[config.mk]
export PLATFORM = sky130hd
export DESIGN_NAME = linreg_sweep_sched
export DESIGN_NICKNAME = d
export VERILOG_FILES = /design/src/rtl/linreg_sweep_sched.sv
export SDC_FILE = /design/constraint.sdc
export NUM_CORES = 1
export LEC_CHECK = 0
export CORE_ASPECT_RATIO = 1.75
export CORE_MARGIN = 4
export CORE_UTILIZATION = 55
export DETAILED_ROUTE_END_ITERATION = 10
export PLACE_DENSITY = 0.93
export SLEW_MARGIN = 40
export SYNTH_ARGS = -nofsm -noshare
export SYNTH_HDL_FRONTEND = slang
export SYNTH_SLANG_ARGS = --single-unit
export TNS_END_PERCENT = 100
[constraint.sdc]
create_clock -name Clk -period 16.8 [get_ports Clk]
set_clock_uncertainty 0.2 [all_clocks]
set_input_delay 3.36 -clock Clk [delete_from_list [all_inputs] [get_ports Clk]]
set_output_delay 3.36 -clock Clk [all_outputs]
set_load 0.05 [all_outputs]
[src/rtl/linreg_sweep_sched.sv]
// linreg_sweep_sched: slides a fixed-length window across a stored series,
// issuing one start/si/ei job per window to a regression engine and returning
// each window's deviation and mean on a valid/ready result stream.
// Optional feature macro: LINREG_SWEEP_MIN_EN adds best_* outputs that track
// the window with the smallest deviation (earliest window wins ties).
//
// Result handshake: res_valid is raised with res_si/res_dev/res_mean/res_last
// and all of them hold steady until a cycle where res_valid && res_ready; that
// cycle transfers the result and res_valid drops on the following cycle.
module linreg_sweep_sched #(
    parameter int DW = 32
) (
    input  logic          Clk,
    input  logic          Rst,
    input  logic [DW-1:0] cfg_len,
    input  logic [DW-1:0] cfg_win,
    input  logic [DW-1:0] cfg_step,
    input  logic          go,
    output logic          busy,
    output logic          sweep_done,
    output logic          cfg_err,
    output logic          eng_start,
    output logic [DW-1:0] eng_si,
    output logic [DW-1:0] eng_ei,
    input  logic          eng_done,
    input  logic [DW-1:0] eng_dev,
    input  logic [DW-1:0] eng_mean,
    output logic          res_valid,
    input  logic          res_ready,
    output logic [DW-1:0] res_si,
    output logic [DW-1:0] res_dev,
    output logic [DW-1:0] res_mean,
    output logic          res_last,
`ifdef LINREG_SWEEP_MIN_EN
    output logic [DW-1:0] best_si,
    output logic [DW-1:0] best_dev,
    output logic [DW-1:0] best_mean,
    output logic          best_valid,
`endif
    output logic [2:0]    dbg_state_o
);

    typedef enum logic [2:0] {
        S_IDLE  = 3'd0,
        S_ISSUE = 3'd1,
        S_ACK   = 3'd2,
        S_RUN   = 3'd3,
        S_EMIT  = 3'd4
    } state_t;

    localparam logic [DW-1:0] ONE = {{(DW-1){1'b0}}, 1'b1};

    state_t        state_q;
    logic [DW-1:0] len_q;
    logic [DW-1:0] win_q;
    logic [DW-1:0] step_q;
    logic [DW-1:0] cur_si_q;
    logic [DW-1:0] nxt_q;
    logic          busy_q;
    logic          sweep_done_q;
    logic          cfg_err_q;
    logic          eng_start_q;
    logic [DW-1:0] eng_si_q;
    logic [DW-1:0] eng_ei_q;
    logic          res_valid_q;
    logic [DW-1:0] res_si_q;
    logic [DW-1:0] res_dev_q;
    logic [DW-1:0] res_mean_q;
    logic          res_last_q;

    logic [DW-1:0] step_eff_d;
    logic          cfg_bad_d;
    logic [DW:0]   nxt_d;
    logic          last_d;

`ifdef LINREG_SWEEP_MIN_EN
    logic [DW-1:0] best_si_q;
    logic [DW-1:0] best_dev_q;
    logic [DW-1:0] best_mean_q;
    logic          best_valid_q;
    logic          best_take_d;
`endif

    // Config screening and next-window arithmetic; the last-window test is
    // done two bits wider than DW so that a large step can never wrap.
    always_comb begin
        step_eff_d = (cfg_step == '0) ? ONE : cfg_step;
        cfg_bad_d  = (cfg_win == '0) || (cfg_win > cfg_len);
        nxt_d      = {1'b0, cur_si_q} + {1'b0, step_q};
        last_d     = ({1'b0, nxt_d} + {2'b00, win_q}) > {2'b00, len_q};
`ifdef LINREG_SWEEP_MIN_EN
        best_take_d = !best_valid_q || (eng_dev < best_dev_q);
`endif
    end

    // Sweep sequencer: state, engine job outputs and result register.
    always_ff @(posedge Clk) begin
        if (Rst) begin
            state_q      <= S_IDLE;
            len_q        <= '0;
            win_q        <= '0;
            step_q       <= '0;
            cur_si_q     <= '0;
            nxt_q        <= '0;
            busy_q       <= 1'b0;
            sweep_done_q <= 1'b0;
            cfg_err_q    <= 1'b0;
            eng_start_q  <= 1'b0;
            eng_si_q     <= '0;
            eng_ei_q     <= '0;
            res_valid_q  <= 1'b0;
            res_si_q     <= '0;
            res_dev_q    <= '0;
            res_mean_q   <= '0;
            res_last_q   <= 1'b0;
`ifdef LINREG_SWEEP_MIN_EN
            best_si_q    <= '0;
            best_dev_q   <= '0;
            best_mean_q  <= '0;
            best_valid_q <= 1'b0;
`endif
        end else begin
            sweep_done_q <= 1'b0;
            eng_start_q  <= 1'b0;
            case (state_q)
                S_IDLE: begin
                    if (go) begin
                        len_q    <= cfg_len;
                        win_q    <= cfg_win;
                        step_q   <= step_eff_d;
                        cur_si_q <= '0;
                        if (cfg_bad_d) begin
                            // Unusable config: report and finish at once.
                            cfg_err_q    <= 1'b1;
                            sweep_done_q <= 1'b1;
                        end else begin
                            cfg_err_q   <= 1'b0;
                            busy_q      <= 1'b1;
                            eng_start_q <= 1'b1;
                            eng_si_q    <= '0;
                            eng_ei_q    <= cfg_win;
                            state_q     <= S_ISSUE;
`ifdef LINREG_SWEEP_MIN_EN
                            best_si_q    <= '0;
                            best_dev_q   <= '0;
                            best_mean_q  <= '0;
                            best_valid_q <= 1'b0;
`endif
                        end
                    end
                end
                S_ISSUE: begin
                    state_q <= S_ACK;
                end
                S_ACK: begin
                    // The engine has taken the job once done goes low.
                    if (!eng_done) begin
                        state_q <= S_RUN;
                    end
                end
                S_RUN: begin
                    if (eng_done) begin
                        res_valid_q <= 1'b1;
                        res_si_q    <= cur_si_q;
                        res_dev_q   <= eng_dev;
                        res_mean_q  <= eng_mean;
                        res_last_q  <= last_d;
                        nxt_q       <= nxt_d[DW-1:0];
                        state_q     <= S_EMIT;
`ifdef LINREG_SWEEP_MIN_EN
                        if (best_take_d) begin
                            best_si_q    <= cur_si_q;
                            best_dev_q   <= eng_dev;
                            best_mean_q  <= eng_mean;
                            best_valid_q <= 1'b1;
                        end
`endif
                    end
                end
                S_EMIT: begin
                    if (res_ready) begin
                        res_valid_q <= 1'b0;
                        if (res_last_q) begin
                            sweep_done_q <= 1'b1;
                            busy_q       <= 1'b0;
                            state_q      <= S_IDLE;
                        end else begin
                            // Not last, so nxt + win <= len and fits in DW.
                            cur_si_q    <= nxt_q;
                            eng_start_q <= 1'b1;
                            eng_si_q    <= nxt_q;
                            eng_ei_q    <= nxt_q + win_q;
                            state_q     <= S_ISSUE;
                        end
                    end
                end
                default: begin
                    state_q <= S_IDLE;
                end
            endcase
        end
    end

    assign busy        = busy_q;
    assign sweep_done  = sweep_done_q;
    assign cfg_err     = cfg_err_q;
    assign eng_start   = eng_start_q;
    assign eng_si      = eng_si_q;
    assign eng_ei      = eng_ei_q;
    assign res_valid   = res_valid_q;
    assign res_si      = res_si_q;
    assign res_dev     = res_dev_q;
    assign res_mean    = res_mean_q;
    assign res_last    = res_last_q;
    assign dbg_state_o = state_q;
`ifdef LINREG_SWEEP_MIN_EN
    assign best_si     = best_si_q;
    assign best_dev    = best_dev_q;
    assign best_mean   = best_mean_q;
    assign best_valid  = best_valid_q;
`endif

endmodule

==> summary.txt <==
Synthesis
  • Cell taking the most area after synthesis: dfxtp_1
  • Post-synth EDFFs: 0
  • Syn_area_per_cell: 7.637 sq um
  • Synth warn: 0
  • Gate Count Post-Synth: 2355
  • Fraction of registers with async set/reset: 0%
  • Yosys reg bits: roughly 330
  • Post-Syn Area: between 15000 and 20000 sq um
  • Yosys top cell area share: 36.62%
  • Netlist cell types: 74
  • Sequential share of the synthesized area: 36.62%
  • Top_reg_cell synth: dfxtp_1
  • Syn nets: 2685
  • Ranking of synthesized cells by area: dfxtp_1 (37%), nand2_1 (13%), ha_1 (11%)

Floorplanning
  • Site Rows: 87
  • Die Span X: 144.7 microns
  • Initial core utilization: 55.82%
  • Die Area: between 30000 and 40000 sq um
  • Ports: 334
  • Chip Height: around 250 microns
  • CORE AREA: 32220 sq um

Run status
  • Status: finished clean

Worst hold path
  • Worst hold stages: 2
  • Hold Crit Start: res_mean[11]
  • Hold endpoint: res_mean[11]
  • Worst Hold Class: flip-flop to flip-flop

Layout
  • Fill cell count: about 2500
  • Share of cells above drive strength 1: around 3.7%
  • N_diodes: 0
  • Layout Area Growth over Synthesis: 25.45%
  • Nets: 2944
  • Final Util: 70.03%
  • Fin area: ~23000 sq um

Worst setup path
  • Worst R2R Start: step_q[0]
  • Register-to-register setup slack: between 9 and 10 ns
  • Most used cell, CP: a31oi_1
  • Critical path's largest stage delay: 0.53 ns
  • CP Cell Sequence: ha_1, fa_1, a211oi_1, nor2_1, o211ai_1, a31oi_1, a221oi_1, o21bai_1, a31oi_1, xnor2_1, ha_1, nand3_1, or3_1, or2_2, a31oi_1, o21ai_0, a31oi_1, ha_1, a211o_1, a221o_1, a211oi_1, a21oi_1
  • Crit path DAT: 7.42 ns
  • Reg-to-Reg End: res_last
  • WS Path Type: flip-flop to flip-flop
  • CP Data Required Time: 17.06 ns
  • Crit-path max FO: 4
  • CP endpoint kind: flip-flop
  • Worst-case reg-to-reg path depth: 22
  • CP Launch Type: flip-flop
  • CP max-delay cell: a221oi_1
  • Crit path from: step_q[0]

Global routing
  • GRT busiest layer: met2
  • First-pass GRT wire length: approximately 100 mm
  • GR Util met2: 60.66%
  • Initial antenna violation count: 0
  • Largest net degree at the start of global routing: 193
  • GR Overflow Total: 0
  • Grt met3 use: roughly 5.5%
  • Tot GR Track Use: 34.80%
  • Vias in the first global route: between 15000 and 20000
  • Grt met1 use: roughly 36%

Timing
  • Part of the cycle the worst path needs: roughly 43%
  • Fmax: approximately 140 MHz
  • RSZ-0062 raised after global routing: false
  • Actual slew at the worst max-slew pin: 0.8557 ns
  • Max-slew headroom: a little over two fifths
  • Endpoints failing hold: 0
  • Final setup viols: 0
  • Min Tclk post-route: 7.159 ns
  • Fin. max-slew vios: 0
  • Setup TNS: 0 ns

Power and ir drop
  • Cell area power density: 92.66 nW/um^2
  • Pleak: 9.073 nW
  • Max VDD drop: 0.00009033 V

Clock network
  • CTS Buf Count: 29
  • Setup bufs post-CTS: 0
  • Clock tree sinks: about 330
  • PostCTS Resize Cnt: 0
  • # H-tree levels: 1
  • Clock-pin slew of the registers on the worst-case setup and hold paths: 0.08 ns
  • # hold bufs at CTS: 0
  • Clock root cell: clkbuf_16
  • CTS max path bufs: 3
  • TritonCTS clock tree: yes
  • Clk_lat worst skew: 0.59 ns

Drt
  • First-pass DRT Iterations: 7
  • Routed Antenna Nets: 0
  • Initial DRC Count: 1226
  • Vias per Instance: 6.151
  • DRC viols: 0
  • Routed len/inst: approximately 21 microns
  • Vias: 18682
  • Routed WL: 64.88 mm

Job
  • Max cap viols: 0

Place
  • RD Place Congestion: 1.046
  • Post-DP HPWL: 48.29 mm
  • Area of placed instances: between 20000 and 25000 sq um
  • IO buf count: 333
## power breakdown
group / internal, mW / switching [mW]
registers: 0.820 / 0.0368
logic: 0.187 / 0.328
clock network: 0.394 / 0.325
total: 1.40 / 0.689
## state kept, by name (all words and copies together), names as in the netlist
| register | count |
|---|---|
| busy | 1 |
| nxt_q | 32 |
| dbg_state_o | 3 |
| res_last | 1 |
| eng_ei | 32 |
| cfg_err | 1 |
| win_q | 32 |
| res_mean | 32 |
| eng_start | 1 |
| sweep_done | 1 |
| cur_si_q | 32 |
| eng_si | 32 |
| res_dev | 32 |
| res_valid | 1 |
| res_si | 32 |
| step_q | 32 |
| len_q | 32 |
## per-stage QoR
stage                     std cells  hold slack [ns]  worst slack, ns  total power [mW]
final                          3037           0.2537            9.641             2.091
after global routing           3037           0.2700            9.486             2.161
after global placement         2982           0.2397            9.676             1.358
after floorplan                2355           0.2363            11.06             1.182
after CTS                      3036           0.2547            9.894             2.083
after detailed placement       2982           0.2455            9.823             1.373
## cell type report
cell class	instances	area, sq um	area share, %
well taps	400	500.5	2.218
inverters	99	371.6	1.647
flip-flops and latches	329	6586	29.19
repair buffers	347	3480	15.42
multi-input cells	1808	10610	47.03
clock inverters	18	202.7	0.8983
clock buffers	36	812.0	3.599
## worst max-delay path by stage
stage            endpoint
2_1_floorplan  eng_ei[30]
3_3_place_gp   eng_ei[31]
3_5_place_dp   eng_ei[31]
4_1_cts          res_last
5_1_grt          res_last
6_report         res_last
## cell usage after synthesis (all sizes together) (32+ instances only)
| master | number |
|---|---|
| o21ai | 75 |
| inv | 99 |
| clkbuf | 100 |
| dfxtp | 329 |
| nand2 | 602 |
| a211oi | 32 |
| a21o | 62 |
| a21oi | 389 |
| nor3 | 37 |
| nor2 | 110 |
| ha | 162 |
| xnor2 | 48 |
## routing by layer
| metal | part of all wire [%] | vias up | wire length, microns |
|---|---|---|---|
| met5 | 0 | - | 0 |
| met4 | 9.7 | 0 | 6301 |
| met3 | 6.7 | 345 | 4331 |
| met2 | 50 | 956 | 32320 |
| met1 | 34 | 8696 | 21930 |
| li1 | - | 8685 | - |
## cell families after synthesis
group                      share of synthesized area, %
DFF                                               36.62
AOI/OAI and AO/OA                                 22.72
and+or+nand+nor                                   20.65
buffers and inverters                             4.612
muxes                                            0.3409
xor gates and xnor gates                          3.457
adders and majority gates                         11.60
## critical path: cells and delay by family (launching register included)
kind / cells / cell delay, ns
AOI/OAI and AO/OA: 13 / 3.83
adders and majority gates: 4 / 1.48
and+or+nand+nor: 4 / 0.98
DFF: 1 / 0.37
xor gates and xnor gates: 1 / 0.18
## placed cells by master (no fill, tap or decap), types with 8 or more instances in the layout
cell type          n
nand2_1          602
a21oi_1          389
clkdlybuf4s50_1  332
dfxtp_1          329
ha_1             162
nor2_1           108
inv_1             99
o21ai_0           70
a21o_1            62
xnor2_1           48
nor3_1            35
a211oi_1          30
clkbuf_16         29
nand3_1           26
xor2_1            23
nand4_1           22
nor4_1            20
o211ai_1          19
a31oi_1           17
o21a_1            15
o21bai_1          14
and3_1            12
buf_4             11
nand2b_1          10
nor2b_1            8
Power figures use the tool's default switching activity.
